===== config.mk =====
export PLATFORM = sky130hd
export DESIGN_NAME = iter_shifter
export DESIGN_NICKNAME = d
export VERILOG_FILES = /design/src/rtl/shifter_defs.sv /design/src/rtl/shift_step.sv /design/src/rtl/iter_shifter.sv
export SDC_FILE = /design/constraint.sdc
export NUM_CORES = 1
export LEC_CHECK = 0
export CORE_MARGIN = 3
export CORE_UTILIZATION = 30
export DETAILED_ROUTE_END_ITERATION = 10
export SKIP_LAST_GASP = 1
export SYNTH_ARGS = -nofsm -noshare
export SYNTH_HDL_FRONTEND = slang
export SYNTH_HIERARCHICAL = 1
export SYNTH_SLANG_ARGS = --single-unit

===== constraint.sdc =====
create_clock -name clock -period 2.3 [get_ports clock]
set_input_delay 0.46 -clock clock [delete_from_list [all_inputs] [get_ports clock]]
set_output_delay 0.46 -clock clock [all_outputs]
set_load 0.02 [all_outputs]

===== src/rtl/shifter_defs.sv =====
// shifter_defs: shared op and FSM state encodings for the iterative shifter.
package shifter_defs;
    localparam logic [1:0] OP_SLL = 2'b00;
    localparam logic [1:0] OP_SRL = 2'b01;
    localparam logic [1:0] OP_SRA = 2'b10;
    localparam logic [1:0] OP_ROR = 2'b11;
    typedef enum logic [1:0] {
        ST_IDLE  = 2'd0,
        ST_SHIFT = 2'd1,
        ST_DONE  = 2'd2
    } state_e;
endpackage


===== src/rtl/shift_step.sv =====
// shift_step: combinational shift of data by 0..MAX_STEP bits, built as a log-stage mux chain.
module shift_step
    import shifter_defs::*;
#(
    parameter  int WIDTH    = 32,
    parameter  int MAX_STEP = 4,
    localparam int SW       = $clog2(MAX_STEP) + 1
) (
    input  logic [WIDTH-1:0] data,
    input  logic [1:0]       op,
    input  logic [SW-1:0]    step,
    output logic [WIDTH-1:0] result
);
    logic [SW:0][WIDTH-1:0] stg;
    assign stg[0] = data;
    for (genvar i = 0; i < SW; i++) begin : g_stage
        localparam int A = 1 << i;
        logic [WIDTH-1:0] sra, sh;
        // kept separate so the ternary below cannot strip the signedness of >>>
        assign sra = $signed(stg[i]) >>> A;
        always_comb begin
            sh = op == OP_SLL ? stg[i] << A :
                 op == OP_SRL ? stg[i] >> A :
                 op == OP_SRA ? sra : (stg[i] >> A) | (stg[i] << (WIDTH - A));
        end
        assign stg[i+1] = step[i] ? sh : stg[i];
    end
    assign result = stg[SW];
endmodule


===== src/rtl/iter_shifter.sv =====
// iter_shifter: multi-cycle SLL/SRL/SRA/ROR unit consuming up to MAX_STEP bits of shift per clock,
// with a start/busy/done handshake.
module iter_shifter
    import shifter_defs::*;
#(
    parameter int WIDTH    = 32,
    parameter int SHAMT_W  = 5,
    parameter int MAX_STEP = 4
) (
    input  logic               clock,
    input  logic               reset,
    input  logic               start,
    input  logic [1:0]         op,
    input  logic [WIDTH-1:0]   in,
    input  logic [SHAMT_W-1:0] shamt,
    output logic [WIDTH-1:0]   out,
    output logic               busy,
    output logic               done
);
    localparam int SW = $clog2(MAX_STEP) + 1;
    state_e             state_q, state_d;
    logic [WIDTH-1:0]   out_q, out_d, stepped;
    logic [SHAMT_W-1:0] rem_q, rem_d;
    logic [1:0]         op_q, op_d;
    logic [SW-1:0]      step;
    logic               busy_q, done_q, accept;
    assign step   = rem_q >= SHAMT_W'(MAX_STEP) ? SW'(MAX_STEP) : rem_q[SW-1:0];
    assign accept = start && state_q != ST_SHIFT;
    shift_step #(.WIDTH(WIDTH), .MAX_STEP(MAX_STEP)) u_step (
        .data  (out_q),
        .op    (op_q),
        .step  (step),
        .result(stepped)
    );
    always_comb begin
        state_d = state_q;
        out_d   = out_q;
        rem_d   = rem_q;
        op_d    = op_q;
        if (accept) begin
            out_d   = in;
            op_d    = op;
            rem_d   = shamt;
            state_d = shamt != '0 ? ST_SHIFT : ST_DONE;
        end else if (state_q == ST_SHIFT) begin
            out_d   = stepped;
            rem_d   = rem_q - SHAMT_W'(step);
            state_d = rem_d == '0 ? ST_DONE : ST_SHIFT;
        end else if (state_q == ST_DONE) begin
            state_d = ST_IDLE;
        end
    end
    always_ff @(posedge clock or posedge reset) begin
        if (reset) begin
            state_q <= ST_IDLE;
            out_q   <= '0;
            rem_q   <= '0;
            op_q    <= '0;
            busy_q  <= 1'b0;
            done_q  <= 1'b0;
        end else begin
            state_q <= state_d;
            out_q   <= out_d;
            rem_q   <= rem_d;
            op_q    <= op_d;
            busy_q  <= state_d == ST_SHIFT;
            done_q  <= state_d == ST_DONE;
        end
    end
    assign out  = out_q;
    assign busy = busy_q;
    assign done = done_q;
endmodule


; Yosys cells after proc, flatten, opt, wreduce, memory -nomap -nowiden
; Cells that the tools add are included.
[op_classes]
bitwise_logic = 3
addsub = 1
mux = 22
n_eq_ne = 7
n_reduce_logical = 5
order_cmp = 1
[ops]
columns = op, count
row1 = two-way mux 32 bit, 14
row2 = bitwise OR 28 x 32 -> 32 bit, 1
row3 = bitwise OR 30 x 32 -> 32 bit, 1
row4 = bitwise OR 31 x 32 -> 32 bit, 1
row5 = two-way mux 2 bit, 5
row6 = two-way mux 5 bit, 2
row7 = == test 2 x 1 -> 1 bit (second input constant), 3
row8 = == test 2 bit (second input constant), 3
row9 = greater-or-equal comparator 5 x 3 -> 1 bit (second input constant), 1
row10 = logical NOT 5 bit, 1
row11 = nonzero test 5 bit, 1
row12 = subtractor 5 x 3 -> 5 bit, 1
row13 = two-way mux 3 bit, 1
row14 = logical NOT 2 bit, 1
row15 = inequality test 2 x 1 -> 1 bit (second input constant), 1
row16 = nonzero test 2 bit, 1
row17 = logical AND 1 bit, 1
[totals]
out_inout_bits = 34
elab_cells = 45
regBits = 43

; Logic depth before layout (Yosys ltp)
[logic_depth]
word_depth = 17
mapped_depth = 12
ltp_nobuf = 8

; Hierarchy
; Netlist, hierarchy kept.
[modules_own_cells]
columns = mod, area_per_inst_um2, cells_per_inst, n_inst
row1 = shift_step, 3055.4, 464, 1
row2 = iter_shifter, 2105.8, 206, 1

; Worst setup path after synthesis
; No wires, ideal clock.
[synth_timing]
path_type = register to register
from = reg rem_q[3]
to = reg out_q[4] (netlist: out[4])
n_path_buf = 3
arrival_time_ns = 2.068
period_less_slack_ns = 2.194
setup_time_ns = 0.127
path_slack_ns = 0.106
stages_incl_launch_ff = 11
cell_sequence = dfrtp_1 > nor3_2 > and2_1 > buf_2 > buf_4 > buf_4 > mux2i_1 > nor2_1 > o32a_1 > nand2_1 > o21ai_0
[synth_via]
elab_chain_len = 15
[synth_rtl]
columns = item, line
row1 = "start, declared", iter_shifter.sv:23  ; logic [SHAMT_W-1:0] rem_q, rem_d;
row2 = "start signal, assigned", iter_shifter.sv:64  ; rem_q <= rem_d;
row3 = greater-or-equal comparator 5 x 3 -> 1 bit *, iter_shifter.sv:27  ; assign step = rem_q >= SHAMT_W'(MAX_STEP) ? SW'(MAX_STEP) : rem_q[SW-1:0];
row4 = two-way mux 3 bit *, iter_shifter.sv:27
row5 = named net step[0], iter_shifter.sv:25  ; logic [SW-1:0] step;
row6 = two-way mux 32 bit *, shift_step.sv:26  ; assign stg[i+1] = step[i] ? sh : stg[i];
row7 = bitwise OR 30 x 32 -> 32 bit, shift_step.sv:24  ; op == OP_SRA ? sra : (stg[i] >> A) | (stg[i] << (WIDTH - A));
row8 = two-way mux 32 bit, shift_step.sv:24
row9 = two-way mux 32 bit, shift_step.sv:23  ; op == OP_SRL ? stg[i] >> A :
row10 = two-way mux 32 bit, shift_step.sv:22  ; sh = op == OP_SLL ? stg[i] << A :
row11 = two-way mux 32 bit *, shift_step.sv:26
row12 = bitwise OR 28 x 32 -> 32 bit, shift_step.sv:24
row13 = two-way mux 32 bit, shift_step.sv:24
row14 = two-way mux 32 bit, shift_step.sv:23
row15 = two-way mux 32 bit, shift_step.sv:22
row16 = two-way mux 32 bit *, shift_step.sv:26
row17 = named net stepped[4], iter_shifter.sv:22  ; logic [WIDTH-1:0] out_q, out_d, stepped;
row18 = two-way mux 32 bit *, iter_shifter.sv:45  ; end else if (state_q == ST_SHIFT) begin
row19 = two-way mux 32 bit *, iter_shifter.sv:40  ; if (accept) begin
row20 = "end signal, assigned", iter_shifter.sv:63  ; out_q <= out_d;
row21 = "end, declared", iter_shifter.sv:22
; Mark *: on every way through the listed nets, which the timed path passes. The rest lies on a longest branch. The select of a mux whose other input is x is not followed.
; A chain may end at the register's enable or synchronous reset.

; Worst setup path after layout
[layout_timing]
from = reg rem_q[2]
to = reg out_q[23] (netlist: out[23])
; The elaborated chain is that of the path after synthesis.

==> reports/qor.log <==
[setup_path] type of the worst setup path reg -> reg
[setup_path] capturing element type of the critical path flip-flop
[grt] wire length of the first global-routing pass 30.44 mm
[setup_path] arrival time worst endpoint 2.52 ns
[place] quantity of I/O buffers inserted on ports 75
[grt] number of global-route vias before repair 5399
[grt] largest net degree at the start of global routing 47
[floorplan] die span in y 137.2 um
[finish] number of filler instances in the final layout 1694
[route] via total after detailed routing 5967
[floorplan] Ports 76
[setup_path] critical path, cell by cell nor3_4 -> and2_4 -> clkinvlp_4 -> buf_6 -> o221ai_4 -> buf_6 -> o32ai_2 -> nor4_2 -> nand2_1 -> o21ai_1
[route] mean number of vias per cell 5.967
[timing] worst relative slew slack 0.6553
[floorplan] DIE AREA 0.01881 mm^2
[cts] number of buffers created by CTS 5
[cts] number of sinks handled by clock tree synthesis 43
[route] drc violations 0
[logic_synthesis] number of flops mapped to enable cells by yosys 0
[cts] H-tree depth 2
[logic_synthesis] area share of xor/xnor cells in the synthesized design 0.001697
[logic_synthesis] proportion of synthesized area in mux cells 0.1656
[timing] RSZ-0062 raised after global routing true
[floorplan] core footprint 0.01670 mm^2
[place] final HPWL from detailed placement 13.82 mm
[setup_path] stage delay of the slowest cell on the critical path 0.41 ns
[finish] share of post-route cells with drive strength above 1 0.2423
[logic_synthesis] simple logic cell fraction of the synthesized area 0.2264
[grt] antenna violations before repair 0
[logic_synthesis] Synth Instances 670
[logic_synthesis] Yosys warning count 6
[place] worst slack at placement -0.09905 ns
[finish] most common cell after layout, fill and taps aside nand2_1
[timing] clk_skew 0.003144 ns
[logic_synthesis] largest area contributor in the netlist dfrtp_1
[floorplan] initial standard-cell utilization of the core 0.3090
[finish] P&R area growth vs syn 41.58%
[power_and_ir_drop] Leak 2.724 nW
[timing] Final Max Slew Viols 0
[cts] clock-pin slew reported for the worst setup and hold paths after clock tree synthesis 0.07 ns
[setup_path] cell repeated most along the worst path buf_6
[timing] time the worst path needs with I/O delays and setup 2.292 ns
[logic_synthesis] Netlist Area Pre-Place 0.005161 mm^2
[setup_path] Slowest cell on crit path dfrtp_1
[route] number of detailed-routing iterations run before antenna repair 6
[setup_path] worst-path fanout max 7
[grt] all-layer global routing usage 0.2038
[floorplan] width of the die 137.2 um
[timing] final worst-path cycle share 0.9966
[logic_synthesis] post-synthesis adder-cell area fraction 0.004848
[logic_synthesis] commonest register cell after synthesis dfrtp_1
[finish] nets 823
[timing] transition at the pin with the smallest max-transition slack 0.5117 ns
[logic_synthesis] share of the yosys chip area belonging to registers 0.2085
[floorplan] Core Rows 47
[route] drt total wl 19.89 mm
[logic_synthesis] Avg Cell Area, Syn 7.703 um^2
[logic_synthesis] Synth top area share 0.2085
[finish] highest-count cells in the layout ignoring fill and taps nand2_1 (78), clkdlybuf4s50_1 (74), buf_4 (71), o21ai_0 (61), mux2i_1 (56)
[setup_path] data required time of the critical path 2.53 ns
[cts] latest clock arrival within the worst-skew pair 0.30 ns
[setup_path] CP Launch Type flip-flop
[power_and_ir_drop] Max VDD drop 0.8177 mV
[logic_synthesis] Synth async-reset ratio 1.000
[timing] highest clock frequency the design can meet 0.4363 GHz
[logic_synthesis] largest family of logic cells by synthesized area compound AO/OA/AOI/OAI gates
[job] Max Cap Violations 0
[route] routed length per placed instance 19.89 um
[logic_synthesis] fraction of the mapped netlist area in compound gates 0.3137
[min_path] HP Class in -> async
[timing] least setup slack across all paths after layout 0.007756 ns
[route] final antenna-violating net count 0
[logic_synthesis] flip-flop and latch count after synthesis 43
[route] Iter 0 DRT Violations 596
[power_and_ir_drop] power density over cell area 1535 mW/mm^2
[grt] sum of overflow across all layers after global routing 0
[place] routability congestion estimate 1.006
[timing] setup violation total in the final timing report 0
[cts] clock tree from TritonCTS yes
[cts] number of buffers between clock root and the deepest sink 2
[logic_synthesis] Unique masters post-synth 68
[timing] Final Hold Violating Endpoints 0
[finish] # diodes 0
[finish] final core utilization 0.4375
[outcome] outcome complete, no violations
[cts] clock root cell clkbuf_16
[logic_synthesis] nets in the synthesized netlist 714
[logic_synthesis] dominant cells by area after synthesis dfrtp_1 (21%), mux2i_1 (12%), o21ai_0 (6.5%)
==> area by class of cell <==
type | count | area, um^2 | area share
multi-input combinational | 547 | 4046 | 0.5538
timing repair buffer | 169 | 1683 | 0.2303
sequential | 43 | 1076 | 0.1473
tap | 220 | 275.3 | 0.03767
clock buffer | 6 | 138.9 | 0.01901
inverter | 13 | 52.55 | 0.007192
clock inverter | 2 | 35.03 | 0.004795
==> critical path, delay by kind of cell, from the launching register on <==
family / cells / cell delay (ns)
flip-flops: 1 / 0.41
AND/OR/NAND/NOR: 4 / 0.95
AO/OA/AOI/OAI: 3 / 0.33
buffers and inverters: 3 / 0.53
==> power breakdown <==
group	total (mW)	switching, mW	leakage [nW]	internal, mW
combinational	8.37	4.62	2.11	3.75
sequential	1.96	0.817	0.522	1.14
clock	0.884	0.343	0.0868	0.542
total	11.2	5.78	2.72	5.43
==> sequential cells by signal, summed over array words and instances (netlist names) <==
register  count
out          32
busy          1
state_q       2
done          1
rem_q         5
op_q          2
==> kinds of logic after synthesis <==
logic type,count (synthesis)
DFF,43
adders and majority gates,2
and+or+nand+nor,223
muxes,75
other,2
xor gates and xnor gates,1
buffers and inverters,81
AOI/OAI and AO/OA,243
==> cells in the mapped netlist (all sizes together) (8+ instances only) <==
cell	count
nor2b	8
nand2b	22
o221ai	11
a21oi	33
buf	44
clkbuf	24
nor2	35
a211oi	16
a31oi	16
or3b	20
nand3	18
o21ai	84
mux4	8
inv	13
a311oi	24
nor3	11
nand2	78
mux2i	64
dfrtp	43
o22ai	13
==> stage by stage <==
step / hold slack [ns] / setup TNS [ns] / cell area (um^2) / std cells / total power, mW
floorplan: 0.4791 / 0 / 5161 / 670 / 6.483
global placement: 0.5070 / -0.1328 / 6578 / 976 / 9.395
detailed placement: 0.5395 / -0.1401 / 6578 / 976 / 9.414
CTS: 0.5153 / 0 / 6790 / 986 / 10.41
global route: 0.5478 / -0.8357 / 7307 / 1000 / 11.96
finish: 0.5047 / 0 / 7307 / 1000 / 11.22
==> path summary, 6_finish.rpt <==
check / slack (ns) / depth (start not counted) / from / end
worst max-delay path: 0.008 / 10 / rem_q[2] / out[23]
worst max register to register: 0.008 / 10 / rem_q[2] / out[23]
worst min register to register: 0.59 / 2 / state_q[0] / state_q[1]
min in group clock: 0.59 / 2 / state_q[0] / state_q[1]
max in group asynchronous: 1.57 / 3 / reset / out[25]
worst min-delay path: 0.50 / 3 / reset / rem_q[1]
==> layer usage <==
metal | wire length [um] | share of wire | up-vias | track usage
met1 | 8922 | 0.45 | 2844 | 0.2930
li1 | - | - | 2786 | -
met3 | 1451 | 0.073 | 38 | 0.02978
met2 | 9027 | 0.45 | 299 | 0.3147
met5 | 0 | 0 | - | 0
met4 | 486 | 0.024 | 0 | 0.06208
==> what timing repair did <==
| item | in CTS | in global routing |
|---|---|---|
| gates resized for setup | 5 | 83 |
| buffers inserted | 1 | 12 |
| hold endpoints to repair | 0 | 0 |
| hold buffers | 0 | 0 |
| pin swaps | 2 | 24 |
| endpoints found under the setup margin | 7 | 30 |
| gates cloned | 1 | 2 |
Power figures use the tool's default switching activity.
